===== src/rtl/sd2_ramp_dac.sv =====
`timescale 1ns/1ps
// Second-order delta-sigma DAC for the 8-bit audio mix, with a soft-mute gain ramp.
// One clock from an enabled edge to o_do. i_ce=0 freezes every register.
module sd2_ramp_dac #(
  parameter int DW       = 8,
  parameter int IW       = 12,
  parameter int RAMP_DIV = 64
) (
  input  logic          i_clock,
  input  logic          i_reset,
  input  logic          i_ce,
  input  logic [DW-1:0] i_di,
  input  logic          i_mute,
  output logic          o_do,
  output logic          o_ramping,
  output logic [7:0]    o_gain
);

  localparam int CW = (RAMP_DIV > 1) ? $clog2(RAMP_DIV) : 1;
  localparam int SW = IW + 2;
  localparam logic [CW-1:0]        CNT_LAST = CW'(RAMP_DIV - 1);
  localparam logic signed [SW-1:0] SAT_MAX  = SW'(2**(IW-1) - 1);
  localparam logic signed [SW-1:0] SAT_MIN  = -SAT_MAX;
  localparam logic signed [SW-1:0] FB_MAG   = SW'(2**(DW-1));

  typedef enum logic [1:0] {
    ST_MUTED     = 2'd0,
    ST_RAMP_UP   = 2'd1,
    ST_RUN       = 2'd2,
    ST_RAMP_DOWN = 2'd3
  } state_t;

  state_t                r_state;
  state_t                w_state_nxt;
  logic [7:0]            r_gain;
  logic [7:0]            w_gain_nxt;
  logic [CW-1:0]         r_cnt;
  logic [CW-1:0]         w_cnt_nxt;
  logic [CW-1:0]         w_cnt_inc;
  logic                  w_step;

  logic signed [IW-1:0]  r_int1;
  logic signed [IW-1:0]  r_int2;
  logic                  r_do;
  logic signed [DW-1:0]  w_s;
  logic signed [DW+8:0]  w_prod;
  logic signed [SW-1:0]  w_x;
  logic signed [SW-1:0]  w_fb;
  logic signed [SW-1:0]  w_sum1;
  logic signed [SW-1:0]  w_sum2;
  logic signed [IW-1:0]  w_int1_nxt;
  logic signed [IW-1:0]  w_int2_nxt;

  function automatic logic signed [IW-1:0] sat(input logic signed [SW-1:0] v);
    if (v > SAT_MAX)
      return IW'(SAT_MAX);
    else if (v < SAT_MIN)
      return IW'(SAT_MIN);
    else
      return IW'(v);
  endfunction

  // Offset-binary to two's complement; the >>>9 keeps |x| at half of the feedback step.
  assign w_s        = {~i_di[DW-1], i_di[DW-2:0]};
  assign w_prod     = w_s * $signed({1'b0, r_gain});
  assign w_x        = SW'(w_prod >>> 9);
  assign w_fb       = r_do ? FB_MAG : -FB_MAG;
  assign w_sum1     = SW'(r_int1) + w_x - w_fb;
  assign w_int1_nxt = sat(w_sum1);
  assign w_sum2     = SW'(r_int2) + SW'(w_int1_nxt) - w_fb;
  assign w_int2_nxt = sat(w_sum2);

  always_ff @(posedge i_clock) begin
    if (i_reset) begin
      r_int1 <= '0;
      r_int2 <= '0;
      r_do   <= 1'b0;
    end else if (i_ce) begin
      r_int1 <= w_int1_nxt;
      r_int2 <= w_int2_nxt;
      r_do   <= ~w_int2_nxt[IW-1];
    end
  end

  always_ff @(posedge i_clock) begin
    if (i_reset) begin
      r_state <= ST_MUTED;
      r_gain  <= 8'd0;
      r_cnt   <= '0;
    end else if (i_ce) begin
      r_state <= w_state_nxt;
      r_gain  <= w_gain_nxt;
      r_cnt   <= w_cnt_nxt;
    end
  end

  assign w_step    = (r_cnt == CNT_LAST);
  assign w_cnt_inc = w_step ? '0 : r_cnt + CW'(1);

  // Reversing direction mid-ramp keeps gain and counter so the fade stays continuous.
  always_comb begin
    w_state_nxt = r_state;
    w_gain_nxt  = r_gain;
    w_cnt_nxt   = r_cnt;
    case (r_state)
      ST_MUTED: begin
        if (!i_mute) begin
          w_state_nxt = ST_RAMP_UP;
          w_cnt_nxt   = '0;
        end
      end
      ST_RAMP_UP: begin
        if (i_mute) begin
          w_state_nxt = ST_RAMP_DOWN;
        end else begin
          w_cnt_nxt = w_cnt_inc;
          if (w_step) begin
            w_gain_nxt = r_gain + 8'd1;
            if (r_gain == 8'd254)
              w_state_nxt = ST_RUN;
          end
        end
      end
      ST_RUN: begin
        if (i_mute)
          w_state_nxt = ST_RAMP_DOWN;
      end
      ST_RAMP_DOWN: begin
        if (!i_mute) begin
          w_state_nxt = ST_RAMP_UP;
        end else begin
          w_cnt_nxt = w_cnt_inc;
          if (w_step) begin
            w_gain_nxt = r_gain - 8'd1;
            if (r_gain == 8'd1)
              w_state_nxt = ST_MUTED;
          end
        end
      end
      default: w_state_nxt = ST_MUTED;
    endcase
  end

  always_comb begin
    o_ramping = (r_state == ST_RAMP_UP) || (r_state == ST_RAMP_DOWN);
  end

  assign o_do   = r_do;
  assign o_gain = r_gain;

endmodule


===== config.mk =====
export PLATFORM = sky130hd
export DESIGN_NAME = sd2_ramp_dac
export DESIGN_NICKNAME = d
export VERILOG_FILES = /design/src/rtl/sd2_ramp_dac.sv
export SDC_FILE = /design/constraint.sdc
export NUM_CORES = 1
export LEC_CHECK = 0
export BUFFER_PORTS_ARGS = -buffer_cell sky130_fd_sc_hd__buf_2
export CAP_MARGIN = 10
export CORE_ASPECT_RATIO = 0.9
export CORE_UTILIZATION = 70
export DETAILED_ROUTE_END_ITERATION = 6
export PLACE_DENSITY = 0.89
export SLEW_MARGIN = 20
export SYNTH_ARGS = -nofsm -noshare
export SYNTH_HDL_FRONTEND = slang
export SYNTH_SLANG_ARGS = --single-unit

===== constraint.sdc =====
create_clock -name i_clock -period 31.8 [get_ports i_clock]
set_input_delay 6.36 -clock i_clock [delete_from_list [all_inputs] [get_ports i_clock]]
set_output_delay 6.36 -clock i_clock [all_outputs]
set_load 0.005 [all_outputs]

# Word-level counts from Yosys, hierarchy flattened
# Index checks and enable logic that the tools add are counted.
[word_totals]
register_bits = 41
latchBits = 0
ram_bits = 0
rom_bits = 0
inputBits = 12
out_inout_bits = 10
word_cells = 67
memories = 0
[op_classes]
add_sub_neg = 7
mul = 1
div_mod_pow = 0
n_lt_le_gt_ge = 4
eq_ne = 16
shift = 0
muxes = 24
bitwise_logic = 2
reduce_logical = 7
[ops]
columns = ["op", "count"]
rows = [
  ["two-way mux 12 bit", 4],
  ["two-way mux 8 bit", 4],
  ["greater-than comparator 14 x 12 -> 1 bit, second input constant", 2],
  ["less-than comparator 14 x 12 -> 1 bit, second input constant", 2],
  ["subtractor 13 x 14 -> 14 bit", 2],
  ["two-way mux 6 bit", 4],
  ["one-hot mux 6 bit (3 select lines)", 1],
  ["multiplier 8 x 9 -> 17 bit", 1],
  ["two-way mux 2 bit", 8],
  ["one-hot mux 8 bit (2 select lines)", 1],
  ["two-way mux 14 bit", 1],
  ["adder 12 x 12 -> 13 bit", 1],
  ["adder 12 x 8 -> 13 bit", 1],
  ["!= test 2 bit, second input constant", 6],
  ["!= test 3 bit, second input constant", 4],
  ["adder 8 x 1 -> 8 bit, second input constant", 1],
  ["equality test 8 x 1 -> 1 bit, second input constant", 1],
  ["equality test 8 bit, second input constant", 1],
  ["one-hot mux 2 bit (4 select lines)", 1],
  ["subtractor 8 x 1 -> 8 bit, second input constant", 1],
  ["AND reduction 7 bit", 1],
  ["adder 6 x 1 -> 6 bit, second input constant", 1],
  ["equality test 6 bit, second input constant", 1],
  ["AND reduction 6 bit", 1],
  ["other kinds (8)", 10],
]

# Longest topological paths before layout
[depth]
depth_word = 13
depth_mapped = 49

# Worst setup path before layout
# No wires, ideal clock.
[synth_path]
path_type = "input-to-reg"
start = "in i_di[7]"
end = "reg r_int2[9]"
setup_ps = 79
t_arrival_ps = 16106
slack_ps = 15615
stages = 41
cell_sequence = "inv_1 nand2_1 fa_1 fa_1 inv_1 fa_1 inv_1 fa_1 inv_1 ha_1 a21o_1 a21oi_1 o21bai_1 a21oi_1 o21ai_0 o41ai_1 xnor2_1 inv_1 [... 5 more ...] a211o_1 o211a_1 a21oi_4 clkbuf_1 a21oi_1 inv_1 fa_1 ha_1 a21o_1 a21o_1 a221oi_1 mux2_2 a311oi_2 nand3_1 and2_0 a221o_1 buf_6 a211oi_2"
[synth_between]
elab_chain_cells = 12
[synth_rtl]
columns = ["item", "line", "source"]
rows = [
  ["start, declared", "12", "input logic [DW-1:0] i_di,"],
  ["inverter 1 bit *", "64", "assign w_s = {~i_di[DW-1], i_di[DW-2:0]};"],
  ["multiplier 8 x 9 -> 17 bit *", "65", "assign w_prod = w_s * $signed({1'b0, r_gain});"],
  ["adder 12 x 8 -> 13 bit *", "68", "assign w_sum1 = SW'(r_int1) + w_x - w_fb;"],
  ["subtractor 13 x 14 -> 14 bit *", "68", ""],
  ["less-than comparator 14 x 12 -> 1 bit", "57", "else if (v < SAT_MIN)"],
  ["two-way mux 12 bit", "57", ""],
  ["two-way mux 12 bit *", "55", "if (v > SAT_MAX)"],
  ["named net w_int1_nxt[8]", "51", "logic signed [IW-1:0] w_int1_nxt;"],
  ["adder 12 x 12 -> 13 bit *", "70", "assign w_sum2 = SW'(r_int2) + SW'(w_int1_nxt) - w_fb;"],
  ["subtractor 13 x 14 -> 14 bit *", "70", ""],
  ["less-than comparator 14 x 12 -> 1 bit", "57", ""],
  ["two-way mux 12 bit", "57", ""],
  ["two-way mux 12 bit *", "55", ""],
  ["end signal, assigned", "80", "r_int2 <= w_int2_nxt;"],
  ["end, declared", "43", "logic signed [IW-1:0] r_int2;"],
]
# Mark *: on every way through the listed nets, which the timed path passes. The rest lies on a longest branch.
# A chain may end at the register's enable or synchronous reset.

# Worst setup path after layout
# Same ends and word-level chain as after synthesis.

==> run_results.csv <==
group,metric,value,unit
outcome,status,"completed",
cts,clk_transition_reported_paths,0.09,ns
synthesis,async_flop_share,0,%
floorplanning,die_x,100,um
synthesis,syn-mean-instance-area,8.22,um2
floorplanning,i_o_pins,22,
sta,timing.final.max_slew_violations,0,
floorplanning,die_y,90.3,um
cts,cts_max_path_buffers,2,
cts,post_cts_resized,0,
global_route,grt_first_pass_wirelength,24000,um
sta,setup_viol,0,
detailed_routing,route.vias.total,5408,
layout,layout_common_cells,"103 x sky130_fd_sc_hd__inv_1, 90 x sky130_fd_sc_hd__ha_1, 66 x sky130_fd_sc_hd__nor2_1, 48 x sky130_fd_sc_hd__a21oi_1, 44 x sky130_fd_sc_hd__nand2_1",
layout,num_antenna_cells,0,
detailed_routing,drc_errors,0,
synthesis,synth-edff-count,0,
cts,clock_sinks,41,
detailed_routing,wl_per_cell,17.0,um
layout,flow.area_growth_from_synthesis,4.52,%
cts,cts.repair_timing.setup_buffer_count,0,
global_route,global_route.usage.total,32.7,%
setup_path,critPathBufInv,6,
sta,unrepaired_setup_endpoints_after_global_routing,"no",
cts,clock_latency,0.31,ns
synthesis,post_synth_num_cell_types,76,
cts,postCtsHoldBufs,0,
placed_design,dp.final_hpwl,11500,um
min_path,min_path_type,"flip-flop to flip-flop",
cts,numCtsBuffers,5,
setup_path,crit-reg2reg-launch,"o_gain[0]",
setup_path,setup.worst_path.start_class,"input pin",
setup_path,regToRegSetupSlack,20.00,ns
sta,final_period_minus_worst_setup_slack,17.32,ns
detailed_routing,vias_per_cell,6.30,
min_path,worstHoldEndpoint,"r_int1[3]",
placed_design,gp_congestion,1.05,
global_route,antenna_found_initial,0,
floorplanning,core_area,0.00822,mm2
min_path,worstHoldStart,"r_int1[3]",
detailed_routing,detail-route-antenna-nets,0,
layout,layout.cells.most_common,"sky130_fd_sc_hd__inv_1",
synthesis,synth_seq_area_share,13.5,%
setup_path,cp_slowest_stage_delay,0.57,ns
floorplanning,floorplan.initialDensity,73.8,%
setup_path,worst-endpoint-arrival,17.55,ns
layout,nets,886,
cts,h-tree-depth,2,
cts,cts_root_buf,"sky130_fd_sc_hd__clkbuf_8",
sta,finalHoldViolations,0,
job,max_cap_viol_count,0,
sta,worstMarginPinSlew,0.804,ns
synthesis,synthCells,738,
setup_path,worstReg2RegEnd,"r_int2[9]",
synthesis,yosys_register_bits,41,
detailed_routing,detail_route.first_pass.iterations,4,
floorplanning,row_count,31,
sta,final.setup.tns,0,ns
detailed_routing,dr.first_iter.drc_count,289,
synthesis,net_count_after_synthesis,882,
setup_path,crit_family,"compound AO/OA/AOI/OAI gates",
synthesis,synth_warnings,0,
synthesis,syn-cell-area,0.00607,mm2
setup_path,r2r_cells,39,
setup_path,critical-path-slowest-cell,"sky130_fd_sc_hd__o41ai_1",
setup_path,worstSetupPathType,"input pin to flip-flop",
cts,tritoncts,"yes",
sta,timing.fmax,0.0577,GHz
floorplanning,dieArea,0.00905,mm2
setup_path,worst_setup_path_end_kind,"flip-flop",
global_route,grt_max_degree,48,
setup_path,worst-path-max-fanout,11,
sta,max_slew_margin,46.4,%
setup_path,timing.critical_path.required,32.03,ns
synthesis,yosys_most_used_dff,"sky130_fd_sc_hd__dfxtp_1",
min_path,holdPathStages,2,
placed_design,buffer_ports.inserted,21,
global_route,grt.overflow.total,0,
global_route,grt_pass1_vias,5277,
sta,finalClockSkew,0.0103,ns
detailed_routing,postRouteWirelength,14600,um
layout,layout-drive-gt1-share,8.34,%
sta,finalCritPeriodShare,54.5,%
[cell usage after synthesis (all sizes together), types with 6 or more instances]
| cell | number | share of area (%) |
|---|---|---|
| a211oi | 21 | 2.8 |
| a21o | 11 | 1.4 |
| a21oi | 49 | 4.2 |
| a31oi | 7 | 0.72 |
| and2 | 43 | 4.5 |
| and3 | 8 | 0.82 |
| clkbuf | 20 | 1.2 |
| dfxtp | 41 | 14 |
| fa | 42 | 14 |
| ha | 90 | 19 |
| inv | 103 | 6.4 |
| mux2i | 6 | 0.99 |
| nand2 | 44 | 2.7 |
| nand2b | 9 | 0.93 |
| nand3 | 12 | 1.1 |
| nand4 | 7 | 0.82 |
| nor2 | 67 | 4.2 |
| nor2b | 11 | 1.1 |
| nor3 | 13 | 1.1 |
| o21ai | 26 | 2.3 |
| or3 | 7 | 0.72 |
| xnor2 | 15 | 2.2 |
| xor2 | 10 | 1.8 |
[sequential cells by signal (all words and copies together), names as in the netlist]
| name | cells |
|---|---|
| o_gain | 8 |
| r_state | 2 |
| r_int1 | 12 |
| r_cnt | 6 |
| r_int2 | 12 |
| o_do | 1 |
[cells by family (layout without fill, tap and decap cells)]
| family | after synthesis | count (layout) | synth area share (%) |
|---|---|---|---|
| flops | 41 | 41 | 13.5 |
| compound gates | 162 | 162 | 19.2 |
| simple gates | 244 | 244 | 21.5 |
| xor+xnor | 25 | 25 | 3.92 |
| buf+inv | 127 | 132 | 8.23 |
| mux | 7 | 7 | 1.18 |
| fa+ha+maj | 132 | 132 | 32.4 |
[per-layer routing]
metal  track usage, %  wire length (um)
met2             56.0              7020
met3             3.95              1010
met5                0                 0
met1             43.0              6240
met4             9.78               289
[worst max-delay path by stage]
stage	from	end	depth (start not counted)
after global placement	i_di[7]	r_int2[9]	41
after CTS	i_di[7]	r_int2[9]	40
after global routing	i_di[7]	r_int2[9]	41
after floorplan	i_di[7]	r_int2[9]	41
final	i_di[7]	r_int2[9]	40
after detailed placement	i_di[7]	r_int2[9]	40
[worst min-delay path: cells and delay by family, from the launching register on]
family / cells / cell delay (ns)
compound gates: 1 / 0.06
simple gates: 1 / 0.09
flops: 1 / 0.32
[layout make-up]
cell class	instances	area [um2]
repair buffers	21	105
fillers	569	1880
inverters	103	387
clock inverters	3	68.8
clock buffers	5	68.8
flip-flops and latches	41	821
well taps	115	144
multi-input cells	570	4750
[per-stage QoR]
stage               setup WS (ns)  util, %  hold WS (ns)  cells  cell area [um2]
floorplan                   15.61        -         0.460    738             6070
global placement            14.73     75.5         0.474    850             6200
detailed placement          14.32     75.5         0.490    850             6200
CTS                         14.58     77.1         0.505    858             6340
global route                13.86     77.1         0.539    858             6340
finish                      14.48     77.1         0.510    858             6340
Power is left out: the tool's default activity adds up to more than one toggle a clock period on the data nets, which glitch-free logic cannot reach.
